**src/rtl/mux_n_scan.sv**
```systemverilog
`default_nettype none
// ============================================================================
// mux_n_scan : N-channel registered mux with manual select and timed auto-scan
// Revision   : 1.0
// ============================================================================
module mux_n_scan #(
  parameter int WIDTH = 1,
  parameter int CH    = 4,
  parameter int SEL_W = 2,
  parameter int DWELL = 10
) (
  input  logic                  clk,
  input  logic                  rst_n,
  input  logic [CH*WIDTH-1:0]   din,
  input  logic                  mode,
  input  logic [SEL_W-1:0]      sel,
  input  logic                  en,
  output logic [WIDTH-1:0]      dout,
  output logic [SEL_W-1:0]      ch_out,
  output logic                  out_valid,
  output logic                  wrap
);

  localparam int               CNT_W      = (DWELL > 1) ? $clog2(DWELL) : 1;
  localparam logic [SEL_W:0]   C_CH       = (SEL_W+1)'(CH);
  localparam logic [SEL_W-1:0] C_LAST_CH  = SEL_W'(CH - 1);
  localparam logic [CNT_W-1:0] C_LAST_CNT = CNT_W'(DWELL - 1);

  logic [SEL_W-1:0] r_ptr;
  logic [CNT_W-1:0] r_cnt;
  logic [WIDTH-1:0] w_sel_data;
  logic [WIDTH-1:0] w_ptr_data;
  logic             w_sel_ok;

  // Compare-based selection keeps out-of-range indices from reaching din.
  always_comb begin
    w_sel_data = '0;
    w_ptr_data = '0;
    for (int k = 0; k < CH; k++) begin
      if ({1'b0, sel} == k[SEL_W:0])   w_sel_data = din[k*WIDTH +: WIDTH];
      if ({1'b0, r_ptr} == k[SEL_W:0]) w_ptr_data = din[k*WIDTH +: WIDTH];
    end
  end

  assign w_sel_ok = ({1'b0, sel} < C_CH);

  always_ff @(posedge clk) begin
    if (!rst_n) begin
      dout      <= '0;
      ch_out    <= '0;
      out_valid <= 1'b0;
      wrap      <= 1'b0;
      r_ptr     <= '0;
      r_cnt     <= '0;
    end else if (!en) begin
      wrap <= 1'b0;
    end else if (!mode) begin
      // Holding ptr/cnt at zero makes every scan entry start fresh on ch 0.
      ch_out    <= sel;
      r_ptr     <= '0;
      r_cnt     <= '0;
      wrap      <= 1'b0;
      dout      <= w_sel_ok ? w_sel_data : '0;
      out_valid <= w_sel_ok;
    end else begin
      dout      <= w_ptr_data;
      ch_out    <= r_ptr;
      out_valid <= 1'b1;
      if (r_cnt == C_LAST_CNT) begin
        r_cnt <= '0;
        r_ptr <= (r_ptr == C_LAST_CH) ? '0 : r_ptr + SEL_W'(1);
        wrap  <= (r_ptr == C_LAST_CH);
      end else begin
        r_cnt <= r_cnt + CNT_W'(1);
        wrap  <= 1'b0;
      end
    end
  end

endmodule
`default_nettype wire

```
**config.mk**
```make
export PLATFORM = sky130hd
export DESIGN_NAME = mux_n_scan
export DESIGN_NICKNAME = d
export VERILOG_FILES = /design/src/rtl/mux_n_scan.sv
export SDC_FILE = /design/constraint.sdc
export NUM_CORES = 1
export LEC_CHECK = 0
export CORE_UTILIZATION = 42
export DETAILED_ROUTE_END_ITERATION = 10
export MAX_ROUTING_LAYER = met4
export PLACE_DENSITY = 0.71
export SYNTH_ARGS = -nofsm -noshare
export SYNTH_HDL_FRONTEND = slang
export SYNTH_SLANG_ARGS = --single-unit
```
**constraint.sdc**
```tcl
create_clock -name clk -period 1.2 [get_ports clk]
set_input_delay 0.12 -clock clk [delete_from_list [all_inputs] [get_ports clk]]
set_output_delay 0.12 -clock clk [all_outputs]
set_load 0.01 [all_outputs]
```
==> results.cfg, run 1 <==
[status]
status = complete, but fails checks
failed_checks = setup timing

[place]
routabilityCongestion = 0.774
dp_hpwl_um = 952
dp.cells = 101
port_buffers = 14
pre_cts_ws_ns = -0.0831

[layout]
fin_cells = 107
fill_cells = 105
regArea_sq_um = 230
layout.nets = 109
drive_gt1_frac = 0.370
final_core_util = 0.720
multi_input_area_sq_um = 442
synthToLayoutAreaGrowth_pct = 54.5
n_antenna_cell = 0

[setup_path]
crit_arrival_ns = 1.45
cpPeakStageDelay_ns = 0.36
critPathRequiredTime_ns = 1.42
critPathKind = register to register
cp_top_family = compound AO/OA/AOI/OAI gates
crit_fanout = 3
path_buf_inv = 1
path_cells = buf_6, ha_4, nor2b_4, o21ai_2, o311ai_2, a31oi_1
cp-start-kind = register
endpoint_kind = register
slowest_stage = dfxtp_4

[timing]
slew_viol_final = 0
fin_crit_sh = 1.03
hold_viol = 0
fin_ws_ns = -0.0321
setup_viol = 1
rsz0062_at_grt = yes
tns_ns = -0.0321
tightest_slew_ns = 0.349
maxSlewHeadroom = 0.767
period_needed_ns = 1.23
skew_ns = 0.0112
max_freq_ghz = 0.812

[power]
comb_power_share = 0.218
swShare = 0.269
p_switching_uw = 225
total_leakage_power_uw = 0.000432
peakVddDrop_mv = 0.772
powerDensity_nw_per_um2 = 872
sequentialPowerShare = 0.470
p_clk_frac = 0.313
p_int_uw = 613

[yosys]
synth.top_cell.area_share = 0.354
synth_common_cells = dfxtp_1, ha_1, mux2i_1, nand2_1, nor2_1
ys.flop_type = dfxtp_1
synthCells = 64
synth-seq-area-share = 0.354
synth_cell_types = 24
ys_ff_latch = 11
synth.most_common_cell = dfxtp_1
syn_area_sq_um = 622
syn_nets = 80
synth_area_leaders = dfxtp_1, ha_1, mux2i_1
synth_top_cell_by_area = dfxtp_1
synthArstFlopShare = 0
synth_edf_count = 0
yosys_warnings = 0
syn_area_per_cell_sq_um = 9.72

[detailed_routing]
drc = 0
routed_wl_mm = 1.47
vias_per_cell = 5.18
vias = 554
firstDrtPassIters = 4
drt_iter0_markers = 8
ant_nets = 0
wl_per_cell_um = 13.7

[clock_network]
insertion_delay_ns = 0.28
cts-htree-levels = 1
root_buffer = clkbuf_4
clock_path_buffers = 2
clock_sinks = 11
path_clk_slew_ns = 0.08
cts_tree = done
postCtsHoldBufs = 0
cts_inserted_buffers = 3

[die]
core_sq_um = 1330
die_y_um = 40.5
start_util = 0.466
dieWidth_um = 40.5
rows = 13
io_pins = 15
dieArea_sq_um = 1640

[global_route]
grt_max_degree = 11
grt_pass1_vias = 459
grt.overflow.total = 0
grt_pass1_wl_mm = 2.03
grt.total_usage = 0.204
antenna_found_initial = 0

[min_path]
hp-class = register to register

[run]
drv_cap = 0
flip-flops by register name, summed over array words and instances (netlist names):
signal and count:
out_valid 1, ch_out 2, r_ptr 2, wrap 1
dout 1, r_cnt 4
path summary, 6_finish.rpt:
check	slack (ns)	end	start	cells after the start
setup / recovery	-0.03	dout	r_ptr[1]	6
hold / removal	0.45	out_valid	out_valid	1
setup reg to reg	-0.03	dout	r_ptr[1]	6
hold reg to reg	0.45	out_valid	out_valid	1
power groups by stage:
| stage | clock network (uW) | registers (uW) | logic (uW) |
|---|---|---|---|
| detailed placement | 0 | 402 | 169 |
| floorplan | 0 | 407 | 72.3 |
| global placement | 0 | 401 | 167 |
| CTS | 268 | 394 | 173 |
| finish | 262 | 393 | 183 |
| global route | 277 | 396 | 200 |
layout make-up:
type / instances / share of cell area
sequential: 11 / 0.240
tap: 15 / 0.0195
inverter: 3 / 0.0169
clock buffer: 4 / 0.0273
timing repair buffer: 26 / 0.237
multi-input combinational: 48 / 0.460
stage by stage:
| stage | hold WS, ns | power (uW) | cell area (sq um) |
|---|---|---|---|
| 2_1_floorplan | 0.238 | 479 | 623 |
| 3_3_place_gp | 0.437 | 568 | 847 |
| 3_5_place_dp | 0.445 | 571 | 847 |
| 4_1_cts | 0.456 | 835 | 917 |
| 5_1_grt | 0.490 | 872 | 961 |
| 6_report | 0.450 | 838 | 961 |
repair_timing:
item	CTS	global route
buffers inserted	2	0
endpoints found under the setup margin	11	5
pin swaps	6	3
resized for setup	19	11
endpoints found under the hold margin	0	0
placed cells by master (no fill, tap or decap), types with 2 or more instances in the layout:
cell              n
buf_4            11
clkdlybuf4s50_1   9
dfxtp_1           7
mux2i_1           6
nor2_1            6
nand2_1           6
dlygate4sd2_1     5
ha_4              3
clkbuf_4          3
inv_4             2
o21ai_0           2
nand4_1           2
xor2_1            2
nor3b_1           2
ha_2              2
dfxtp_2           2
dfxtp_4           2
kinds of logic (layout without fill, tap and decap cells):
kind of cell,Yosys count,after routing,share of synthesized area
buf+inv,5,33,0.0342
xor+xnor,3,3,0.0423
fa+ha+maj,6,6,0.121
mux,6,6,0.0966
simple gates,22,22,0.209
flops,11,11,0.354
compound gates,11,11,0.143
per-layer routing:
layer,global-route usage,up-vias,share of wire,routed length [um]
met3,0.0833,4,0.045,66
met4,0.100,0,0.020,29
met1,0.230,260,0.45,655
met2,0.310,11,0.49,717
met5,-,-,0,0
li1,-,279,-,-
(Power assumes the default switching activity.)
==> inputs of run 2 (changes only) <==
--- a/config.mk
+++ b/config.mk
@@ -9,6 +9,7 @@
 export DETAILED_ROUTE_END_ITERATION = 10
 export MAX_ROUTING_LAYER = met4
 export PLACE_DENSITY = 0.71
+export SLEW_MARGIN = 20
 export SYNTH_ARGS = -nofsm -noshare
 export SYNTH_HDL_FRONTEND = slang
 export SYNTH_SLANG_ARGS = --single-unit
==> results of run 2 <==
Same layout as run 1: the final DEF is identical, and so are final timing and power.
